### src/rtl/seg7_scan.sv
// Time-multiplexed 7-segment scanner with staged, frame-synchronous data updates.
// Optional leading-zero blanking is compiled in with the SEG7_SCAN_LZB_EN macro.
module seg7_scan #(
    parameter int NDIGITS = 8,
    parameter int DIV     = 262144,
    parameter int GUARD   = 0
) (
    input  logic                   CLK100MHZ,
    input  logic                   reset,
    input  logic [4*NDIGITS-1:0]   data,
    input  logic [NDIGITS-1:0]     dp,
    input  logic                   load,
    output logic [6:0]             seg,
    output logic                   dpo,
    output logic [NDIGITS-1:0]     an,
    output logic                   frame,
    output logic                   pending
);

    localparam int PW = $clog2(DIV);
    localparam int IW = (NDIGITS > 1) ? $clog2(NDIGITS) : 1;
    localparam logic [PW-1:0] PCNT_MAX = PW'(DIV - 1);
    localparam logic [IW-1:0] IDX_MAX  = IW'(NDIGITS - 1);

    logic [PW-1:0]          r_pcnt;
    logic [IW-1:0]          r_idx;
    logic [4*NDIGITS-1:0]   r_shadow;
    logic [NDIGITS-1:0]     r_shadow_dp;
    logic [4*NDIGITS-1:0]   r_staging;
    logic [NDIGITS-1:0]     r_staging_dp;
    logic                   r_pending;
    logic [6:0]             r_seg;
    logic                   r_dpo;
    logic [NDIGITS-1:0]     r_an;
    logic                   r_frame;

    logic                   w_slot_end;
    logic                   w_frame_end;
    logic                   w_guard;
    logic [3:0]             w_nib;
    logic                   w_dp_sel;
    logic [NDIGITS-1:0]     w_an_sel;
    logic                   w_blank;

    function automatic logic [6:0] seg_decode(input logic [3:0] nib);
        logic [6:0] s;
        case (nib)
            4'h0: s = 7'h40;
            4'h1: s = 7'h79;
            4'h2: s = 7'h24;
            4'h3: s = 7'h30;
            4'h4: s = 7'h19;
            4'h5: s = 7'h12;
            4'h6: s = 7'h02;
            4'h7: s = 7'h78;
            4'h8: s = 7'h00;
            4'h9: s = 7'h10;
            4'hA: s = 7'h08;
            4'hB: s = 7'h03;
            4'hC: s = 7'h46;
            4'hD: s = 7'h21;
            4'hE: s = 7'h06;
            4'hF: s = 7'h0E;
            default: s = 7'h7F;
        endcase
        return s;
    endfunction

    assign w_slot_end  = (r_pcnt == PCNT_MAX);
    assign w_frame_end = w_slot_end && (r_idx == IDX_MAX);

    // Prescaler and digit index: one slot of DIV cycles per digit.
    // NOTE: sequential state uses non-blocking assignments so every register
    // samples pre-edge values regardless of process ordering.
    always_ff @(posedge CLK100MHZ) begin
        if (reset) begin
            r_pcnt <= '0;
            r_idx  <= '0;
        end else if (w_slot_end) begin
            r_pcnt <= '0;
            r_idx  <= w_frame_end ? '0 : r_idx + IW'(1);
        end else begin
            r_pcnt <= r_pcnt + PW'(1);
        end
    end

    generate
        if (GUARD == 0) begin : g_no_guard
            assign w_guard = 1'b0;
        end else begin : g_guard
            assign w_guard = (r_pcnt < PW'(GUARD));
        end
    endgenerate

    // Selects the active digit's nibble, decimal point and anode pattern.
    // NOTE: every always_comb output gets a default first so no path leaves
    // a signal unassigned, which would otherwise infer a latch.
    always_comb begin
        w_nib    = 4'h0;
        w_dp_sel = 1'b0;
        w_an_sel = '1;
        for (int k = 0; k < NDIGITS; k++) begin
            if (r_idx == IW'(k)) begin
                w_nib       = r_shadow[4*k +: 4];
                w_dp_sel    = r_shadow_dp[k];
                w_an_sel[k] = 1'b0;
            end
        end
    end

`ifdef SEG7_SCAN_LZB_EN
    // A digit blanks when it and every more-significant digit is zero with no dp.
    always_comb begin : lzb
        logic v_zero;
        w_blank = 1'b0;
        v_zero  = 1'b1;
        for (int k = NDIGITS - 1; k > 0; k--) begin
            v_zero = v_zero & (r_shadow[4*k +: 4] == 4'h0) & ~r_shadow_dp[k];
            if (r_idx == IW'(k)) begin
                w_blank = v_zero;
            end
        end
    end
`else
    assign w_blank = 1'b0;
`endif

    always_ff @(posedge CLK100MHZ) begin
        if (reset) begin
            r_seg   <= 7'h7F;
            r_dpo   <= 1'b1;
            r_an    <= '1;
            r_frame <= 1'b0;
        end else begin
            r_seg   <= w_blank ? 7'h7F : seg_decode(w_nib);
            r_dpo   <= w_blank | ~w_dp_sel;
            r_an    <= w_guard ? '1 : w_an_sel;
            r_frame <= w_frame_end;
        end
    end

    // Staging absorbs loads at any time; shadow only moves at a frame boundary
    // so a displayed frame never mixes old and new digits.
    always_ff @(posedge CLK100MHZ) begin
        if (reset) begin
            r_shadow     <= '0;
            r_shadow_dp  <= '0;
            r_staging    <= '0;
            r_staging_dp <= '0;
            r_pending    <= 1'b0;
        end else if (load && w_frame_end) begin
            r_shadow     <= data;
            r_shadow_dp  <= dp;
            r_staging    <= data;
            r_staging_dp <= dp;
            r_pending    <= 1'b0;
        end else if (load) begin
            r_staging    <= data;
            r_staging_dp <= dp;
            r_pending    <= 1'b1;
        end else if (w_frame_end && r_pending) begin
            r_shadow     <= r_staging;
            r_shadow_dp  <= r_staging_dp;
            r_pending    <= 1'b0;
        end
    end

    assign seg     = r_seg;
    assign dpo     = r_dpo;
    assign an      = r_an;
    assign frame   = r_frame;
    assign pending = r_pending;

endmodule

### config.mk
export PLATFORM = sky130hd
export DESIGN_NAME = seg7_scan
export DESIGN_NICKNAME = d
export VERILOG_FILES = /design/src/rtl/seg7_scan.sv
export SDC_FILE = /design/constraint.sdc
export NUM_CORES = 1
export LEC_CHECK = 0
export BUFFER_PORTS_ARGS = -buffer_cell sky130_fd_sc_hd__buf_4
export CAP_MARGIN = 20
export CORE_MARGIN = 10
export CORE_UTILIZATION = 52
export DETAILED_ROUTE_END_ITERATION = 10
export GPL_TIMING_DRIVEN = 0
export MAX_ROUTING_LAYER = met4
export PLACE_DENSITY_LB_ADDON = 0.2
export SETUP_SLACK_MARGIN = 0.3
export SLEW_MARGIN = 10
export SYNTH_ARGS = -nofsm -noshare
export SYNTH_HDL_FRONTEND = slang
export SYNTH_SLANG_ARGS = --single-unit
### constraint.sdc
create_clock -name CLK100MHZ -period 3.2 [get_ports CLK100MHZ]
set_clock_uncertainty 0.15 [all_clocks]
set_input_delay 0.64 -clock CLK100MHZ [delete_from_list [all_inputs] [get_ports CLK100MHZ]]
set_output_delay 0.64 -clock CLK100MHZ [all_outputs]
set_load 0.02 [all_outputs]
Word level (Yosys, flattened, before mapping)
Memories as Yosys holds them, arrays and structs flattened. A register that Yosys moved wholly into a read port is not among the register bits.
Index checks and enable logic that the tools add are counted.
{"block": "classes", "n_addsub": 2, "n_eq_ne": 9, "mux": 37, "bitwise": 1, "reduce_logical": 10}
{"op": "two-way mux 32 bit", "n": 5}
{"op": "two-way mux 8 bit", "n": 5}
{"op": "two-way mux 4 bit", "n": 8}
{"op": "adder 18 x 1 -> 18 bit, second input constant", "n": 1}
{"op": "equality test 18 bit, second input constant", "n": 1}
{"op": "two-way mux 1 bit", "n": 18}
{"op": "equality test 3 bit, second input constant", "n": 4}
{"op": "equality test 3 x 2 -> 1 bit, second input constant", "n": 2}
{"op": "nonzero test 2 bit", "n": 3}
{"op": "OR reduction 2 bit", "n": 2}
{"op": "adder 3 x 1 -> 3 bit, second input constant", "n": 1}
{"op": "equality test 3 x 1 -> 1 bit, second input constant", "n": 1}
{"op": "logical AND 1 bit", "n": 3}
{"op": "zero test 3 bit", "n": 1}
{"op": "two-way mux 3 bit", "n": 1}
{"op": "!= test 2 x 1 -> 1 bit, second input constant", "n": 1}
{"op": "AND reduction 2 bit", "n": 1}
{"op": "inverter 1 bit", "n": 1}
{"block": "totals", "reg_bits": 112, "rom_bits": 112, "input_bits": 43, "output_inout_bits": 18, "elab_cells": 70, "mem_count": 1}
{"memory": "(name not given)", "depth": 16, "word_bits": 7, "read_ports": 1, "rd_clocked_by_memory_dff": 1, "write_ports": 0, "line_no": "47", "text": "case (nib)"}

Logic depth before layout (Yosys ltp)
Gate-level depths: netlist (run 1).
{"block": "logic_depth", "depth_word": 10, "depth_mapped": 15, "depth_no_buf": 12}

Worst setup path before layout (run 1)
Ideal clock, no wire load.
{"block": "synth_path", "path_type": "register -> register", "startpoint": "register r_idx[2]", "endpoint": "register r_seg[3] (netlist: seg[3])", "setup_time_ps": 129, "t_arrival_ps": 3017, "required_time_ps": 2921, "slack_ps": -96, "path_stages_with_launch": 16, "path_buffers": 3, "period_less_slack_ps": 3296, "cell_sequence": "dfxtp_1 > clkbuf_1 > clkbuf_1 > inv_1 > ha_1 > clkbuf_1 > a21oi_1 > a21oi_1 > or3_1 > o221ai_1 > inv_1 > ha_1 > inv_1 > nor3_1 > a2111oi_0 > nor2_1"}
{"block": "synth_via", "elab_chain_len": 9, "elab_cells_between_ends": 16, "classes_between": "eq/ne: 7; mux: 8; reduce/logical: 1"}
{"item": "from (decl)", "line_no": "26", "text": "logic [IW-1:0] r_idx;"}
{"item": "from (signal assigned)", "line_no": "81", "text": "r_idx <= w_frame_end ? '0 : r_idx + IW'(1);"}
{"item": "zero test 3 bit", "line_no": "103", "text": "if (r_idx == IW'(k)) begin"}
{"item": "two-way mux 4 bit (7 in series)", "line_no": "103"}
{"item": "two-way mux 4 bit (*)", "line_no": "103"}
{"item": "to (decl)", "line_no": "32", "text": "logic [6:0] r_seg;"}
Mark *: on every way between the ends. The rest lies on a longest branch, timed or not.
A chain may end at the register's enable or synchronous reset.

Worst setup path in the final report (run 1)
Ends and elaborated chain as after synthesis.

==> results of run 1 <==
[synth_stat cells (4+ instances only)]
cell and instances:
o211ai_1 4, clkbuf_1 23, o22ai_1 24, xor2_1 9, a211oi_2 34, or2_2 6, nor3_1 8, buf_4 4
ha_1 13, inv_1 16, dfxtp_1 119, xnor2_1 5, a221o_1 4, buf_6 4, nor2b_1 4, o21ai_0 15
mux2i_1 40, or3_1 5, a211oi_1 6, nand3b_1 5, a31oi_1 8, buf_1 6, buf_2 4, nor2_1 110
nand3_1 9, nand2_1 20, a21oi_1 17
[cell families after synthesis]
family                   Yosys count  share of synthesized area (%)
flip-flops                       119                          45.39
AND/OR/NAND/NOR                  185                          16.28
AO/OA/AOI/OAI                    127                          19.52
XOR/XNOR                          14                          2.336
multiplexers                      43                          8.272
adder cells (fa/ha/maj)           13                          3.099
buffers and inverters             58                          5.101
[metal layers]
layer / up-vias / routed length, um / global-route usage (%)
li1: 2162 / - / -
met1: 2042 / 6015 / 22.49
met2: 121 / 6288 / 29.89
met3: 19 / 716 / 5.165
met4: 0 / 278 / 8.522
met5: - / 0 / -
[power groups by stage]
stage / Clock, uW / Combinational (uW) / Sequential [uW]
floorplan: 0 / 126 / 1570
detailed placement: 0 / 217 / 1570
global route: 1800 / 243 / 1540
global placement: 0 / 213 / 1570
finish: 1690 / 220 / 1540
CTS: 1720 / 219 / 1540
[stage by stage]
| stage | std cells | hold slack (ps) | instance area [um2] | power (uW) | TNS [ps] |
|---|---|---|---|---|---|
| 2_1_floorplan | 559 | 267.5 | 5276 | 1699 | 0 |
| 3_3_place_gp | 750 | 278.8 | 5878 | 1781 | -1569 |
| 3_5_place_dp | 750 | 295.0 | 5878 | 1787 | -2109 |
| 4_1_cts | 786 | 194.7 | 6586 | 3472 | 0 |
| 5_1_grt | 787 | 218.3 | 6716 | 3582 | 0 |
| 6_report | 787 | 214.7 | 6716 | 3449 | 0 |
[cells in the final DEF, fill, tap and decap left out, types with 3 or more instances in the layout]
cell / Yosys / layout
buf_4: 4 / 68
xnor2_1: 5 / 5
o21ai_0: 15 / 12
a211oi_1: 6 / 5
o21ai_1: 1 / 3
a31oi_1: 8 / 7
ha_1: 13 / 8
ha_4: 0 / 4
a221o_1: 4 / 4
clkinvlp_4: 0 / 6
buf_1: 6 / 5
o211ai_1: 4 / 4
nor2b_1: 4 / 3
nand2_1: 20 / 20
dfxtp_1: 119 / 116
a21oi_1: 17 / 16
nand3_1: 9 / 9
or3_1: 5 / 4
nor2_1: 110 / 109
or2_2: 6 / 5
nor3_1: 8 / 6
nand4_1: 3 / 3
mux2_2: 3 / 3
inv_1: 16 / 15
a211oi_2: 34 / 34
nand3b_1: 5 / 5
mux2i_1: 40 / 40
xor2_1: 9 / 9
clkbuf_16: 0 / 17
nand2b_1: 3 / 3
clkbuf_1: 23 / 19
clkinv_2: 0 / 5
o22ai_1: 24 / 24
buf_6: 4 / 7
[cell type report]
cell class	count	share of cell area [%]
clock buffer	19	6.278
sequential	119	35.56
clock inverter	13	1.621
tap	133	2.478
timing repair buffer	63	7.042
multi-input combinational	382	41.97
inverter	17	0.9501
buffer	41	4.098
[timing repair]
action / 4_1_cts / 5_1_grt
resized for setup: 34 / 32
gates cloned: 0 / 0
pin swaps: 5 / 9
setup endpoints to repair: 7 / 36
buffers inserted: 4 / 1
[tightest hold or removal path, cell delays in order]
cell     delay (ps)
buf_4            80
mux2i_1          60
nor2_1           70
[final timing paths]
check                                  endpoint  cells past startpoint
worst max-delay path                     seg[3]                     12
worst min-delay path            r_staging_dp[5]                      3
worst max register to register           seg[3]                     12
worst min register to register        r_pcnt[0]                      1
[registers in the layout, indices dropped and copies added, names as in the netlist, 3 cells and up]
| signal | count |
|---|---|
| an | 8 |
| r_idx | 3 |
| r_pcnt | 18 |
| r_shadow | 32 |
| r_shadow_dp | 8 |
| r_staging | 32 |
| r_staging_dp | 8 |
| seg | 7 |
==> metrics.yaml, run 1 <==
worst_setup_path:
  cp.buffers_inverters: 5
  rrSetupSlack_ps: 300
  worst_setup_path_start_kind: "register"
  cp_slowest_cell: "or2_2"
  critPathLaunch: "r_idx[2]"
  crit_type: "reg -> reg"
  cp.arrival_ps: 3150
  worstPathMaxFanout: 10
  crit_family: "compound AO/OA/AOI/OAI gates"
  end_kind: "register"
  cp_slowest_stage_delay_ps: 350
  critical_path.cell_chain: "clkbuf_8 -> clkbuf_16 -> inv_1 -> ha_2 -> buf_8 -> or2_2 -> a211oi_4 -> o221ai_4 -> buf_4 -> ha_1 -> a2111oi_2 -> nor2_1"
  r2r_start: "r_idx[2]"
  critPathRequiredTime_ps: 3450
yosys:
  ys_types: 50
  synth.top_cell.area_share_pct: 45.39
  synth_area_per_cell_um2: 9.390
  synth_ff_type: "dfxtp_1"
  synth.top_cells.by_area: "dfxtp_1, a211oi_2, nor2_1"
  synth_edf_count: 0
  synthArstFlopShare_pct: 0
  synthCells: 559
  ys_ff_latch: 119
  syn_nets: 615
  synth_top_area_cell: "dfxtp_1"
  netlist_area_um2: 5249
  synth-seq-area-share_pct: 45.39
  synth_warnings: 0
floorplan:
  fp.dieW_um: 120.5
  dieHeight_um: 120.5
  die_area_um2: 14510
  start_util_pct: 53.45
  num_rows: 36
  core-area_um2: 9819
  io_pins: 61
sta:
  min_period_ps: 2904
  tightestPinTransition_ps: 896.5
  maxSlewViolCount: 0
  hold_viol: 0
  finalCritPeriodShare_pct: 90.73
  rsz0062_at_grt: "yes"
  max_freq_mhz: 344.4
  setup_viol: 0
  slew_headroom_pct: 40.23
  setup_ws_ps: 296.5
clock_tree:
  clockRootBuffer: "clkbuf_8"
  cts_buffers: 17
  cts.hold.buffers_added: 0
  cts_sinks: 119
  cts_tree: "yes"
  clock_latency_ps: 520
  htreeDepth: 4
  cts.path.max_buffers: 2
  path_clk_slew_ps: 60
final_layout:
  fillers: 782
  drive_above_1_share_pct: 28.44
  antenna_cells: 0
  fin_util_pct: 68.40
  multi_input_area_um2: 2819
  num-nets-final: 697
  seq_area_um2: 2389
  area_growth_pct: 27.96
drt:
  wire_per_inst_um: 16.90
  wirelength_um: 13300
  drcViolationCount: 0
  detail-route-antenna-nets: 0
  via_count: 4344
  initialDrtViolationCount: 298
  dr.pass1.iters: 4
  viasPerCell: 5.520
power_and_ir_drop:
  pwr-share-comb_pct: 6.4
  power_frac_clock_pct: 49.0
  p_leak_uw: 0.002533
  switching_share_pct: 23.56
  p_per_area_nw_per_um2: 513.5
  p_sw_uw: 812.7
  internal_power_uw: 2636
  peakVddDrop_mv: 0.3645
  p_seq_share_pct: 44.6
global_routing:
  overflow: 0
  first_global_vias: 4410
  grt_usage_pct: 19.06
  grt_max_degree: 17
  grt_first_pass_wirelength_um: 21740
  antenna_found_initial: 0
min_path:
  hp-class: "in -> reg"
  min_from: "dp[5]"
placed_design:
  gp_congestion: 0.9331
  dpl_worst_slack_ps: -529.8
  dp_hpwl_um: 9170
  io_buffer_count: 58
run:
  drv_cap: 0
status:
  status: "completed"
Power figures use the tool's default switching activity.
==> run 2, diff against run 1 <==
--- a/config.mk
+++ b/config.mk
@@ -8,12 +8,13 @@
 export BUFFER_PORTS_ARGS = -buffer_cell sky130_fd_sc_hd__buf_4
 export CAP_MARGIN = 20
 export CORE_MARGIN = 10
-export CORE_UTILIZATION = 52
+export CORE_UTILIZATION = 54
+export CTS_BUF_LIST = sky130_fd_sc_hd__clkbuf_4
 export DETAILED_ROUTE_END_ITERATION = 10
 export GPL_TIMING_DRIVEN = 0
 export MAX_ROUTING_LAYER = met4
 export PLACE_DENSITY_LB_ADDON = 0.2
-export SETUP_SLACK_MARGIN = 0.3
+export SETUP_SLACK_MARGIN = 0.4
 export SLEW_MARGIN = 10
 export SYNTH_ARGS = -nofsm -noshare
 export SYNTH_HDL_FRONTEND = slang
==> run 2 against run 1 <==
Sequential cell count is the same. Sequential share of layout area up 0.85 points. Global-route usage increased by 1.7 points. Total power fell by 14%. Non-clock buffer count rose by 7. Final cell count rose by 0.38%. Clock power shrank 29%. Core utilization is 1.6 points higher. Sequential power about the same. Via count increased by 2.3%. Routed wire length rose by 5.3%. Hold slack better by 0.81 ps.
==> metrics.yaml, run 2 (synthesized netlist as in run 1, its figures left out) <==
status:
  status: "completed"
power_and_ir_drop:
  p_per_area_nw_per_um2: 450.3  # -12%
  p_leak_uw: 0.002490  # -1.7%
  peakVddDrop_mv: 0.2643  # -28%
final_layout:
  final_area_um2: 6559  # -2.3%
  area_growth_pct: 24.96
  antenna_cells: 0  # unchanged
  num-nets-final: 704  # +1.0%
  final_cell_mix: "dfxtp_1, nor2_1, buf_4, mux2i_1, a211oi_2"
  fin_util_pct: 69.99  # +1.6 points
  drive_above_1_share_pct: 30.71  # +2.3 points
  final_common_cell: "dfxtp_1"
  fillers: 767  # -1.9%
  reg_top3: "r_shadow x32, r_staging x32, r_pcnt x18"
sta:
  holdWs_ps: 215.5  # +0.8050 ps
  slew_headroom_pct: 40.46  # +0.23 points
  setup_viol: 0  # unchanged
  min_period_ps: 2887  # -16.10 ps
  max_freq_mhz: 346.3  # +0.56%
  hold_viol: 0  # unchanged
  setup_ws_ps: 312.6  # +16.10 ps
  tightestPinTransition_ps: 893.1  # -3.437 ps
  finalCritPeriodShare_pct: 90.23  # -0.50 points
  maxSlewViolCount: 0  # unchanged
  rsz0062_at_grt: "yes"
drt:
  detail-route-antenna-nets: 0  # unchanged
  wirelength_um: 14000  # +5.3%
  wl_met1_um: 6077  # +1.0%
  route.met2.wl_um: 6633  # +5.5%
  dr_wl_met3_um: 852  # +19%
  viasPerCell: 5.625  # +1.9%
  drcViolationCount: 0  # unchanged
  wire_per_inst_um: 17.72  # +4.9%
  dr.pass1.iters: 5  # +1
  initialDrtViolationCount: 258  # -13%
  topRoutingLayerUsed: "met4"
  via_count: 4444  # +2.3%
worst_setup_path:
  crit_type: "reg -> reg"
  critPathLaunch: "r_idx[2]"
  cp.arrival_ps: 3130  # -20 ps
  end_kind: "register"
  critPathRequiredTime_ps: 3440  # about the same
  worst_setup_path_start_kind: "register"
  worstPathMaxFanout: 8  # -2
  r2r_start: "r_idx[2]"
floorplan:
  dieHeight_um: 118.6  # -1.6%
  die_area_um2: 14060  # -3.1%
  core-area_um2: 9371  # -4.6%
  fp.dieW_um: 118.6  # -1.6%
  io_pins: 61  # unchanged
  start_util_pct: 56.01  # +2.6 points
  num_rows: 35  # -2.8%
clock_tree:
  cts_tree: "yes"
  cts_buffers: 17  # unchanged
  htreeDepth: 4  # unchanged
  cts.hold.buffers_added: 0  # unchanged
  clockRootBuffer: "clkbuf_4"
  cts.path.max_buffers: 2  # unchanged
  cts_sinks: 119  # unchanged
  clock_latency_ps: 520  # about the same
  path_clk_slew_ps: 110  # +50 ps
placed_design:
  dp_hpwl_um: 9342  # +1.9%
  io_buffer_count: 58  # unchanged
  place_area_um2: 5899  # +0.36%
  gp_congestion: 0.9004  # -3.5%
  dpl_worst_slack_ps: -277.1  # +252.7 ps
global_routing:
  grt_usage_pct: 20.78  # +1.7 points
  grt_max_degree: 17  # unchanged
  overflow: 0  # unchanged
  first_global_vias: 4664  # +5.8%
  antenna_found_initial: 0  # unchanged
  grt_first_pass_wirelength_um: 23300  # +7.2%
run:
  drv_cap: 0  # unchanged
min_path:
  min_from: "data[19]"
  hp-class: "in -> reg"
-- run 2: changes by cell type in the layout (fill, tap and decap cells not counted), moves of 3 or more --
cell       previous run  this run
clkbuf_1             19        16
clkbuf_4              1        19
clkbuf_16            17         1
inv_2                 2         5
bufinv_16             1         4
inv_1                15        11
buf_4                68        75
-- run 2: repair_timing --
item / 4_1_cts / 5_1_grt
setup buffers: 9 / 2
endpoints found under the setup margin: 7 / 53
pin swaps: 9 / 12
resized for setup: 43 / 28
gates cloned: 1 / 0
-- run 2: final cells by class --
class	count	area (um2)	share of cell area (%)
clock inverters	14	182.7	2.785
inverters	17	68.82	1.049
plain buffers	41	277.8	4.235
clock buffers	18	135.1	2.060
flip-flops and latches	119	2389	36.42
repair buffers	70	525.5	8.012
multi-input cells	382	2819	42.98
well taps	129	161.4	2.461
-- run 2: final timing paths --
check        depth (start not counted)       endpoint  slack (ps)
max reg2reg                         13         seg[3]         310
min                                  3  r_staging[19]         220
max                                 13         seg[3]         310
min reg2reg                          1      r_pcnt[0]         310
-- run 2: per-layer routing --
layer,global-route usage (%),vias up
met5,-,-
met4,8.779,0
met3,6.901,39
met2,32.57,150
met1,23.85,2088
li1,-,2167
-- run 2: power by group --
part	internal (uW)	switching, uW
clock network	621	577
logic	96.9	124
registers	1520	16.7
total	2240	718
-- run 2: critical path, cell delays in order (launching register included) --
cell,delay [ps]
dfxtp_2,370
buf_8,110
clkbuf_16,120
inv_6,30
ha_4,150
buf_8,130
buf_4,130
nand2_1,100
a221o_1,200
a31oi_2,200
or2_2,360
clkbuf_2,190
a2111oi_1,440
nor2_1,80
-- run 2: through the flow --
step	total power [uW]	instances	TNS [ps]
5_1_grt	3072	790	0
4_1_cts	2964	788	0
2_1_floorplan	1699	559	0
3_3_place_gp	1781	746	-727.3
6_report	2954	790	0
3_5_place_dp	1788	746	-874.2
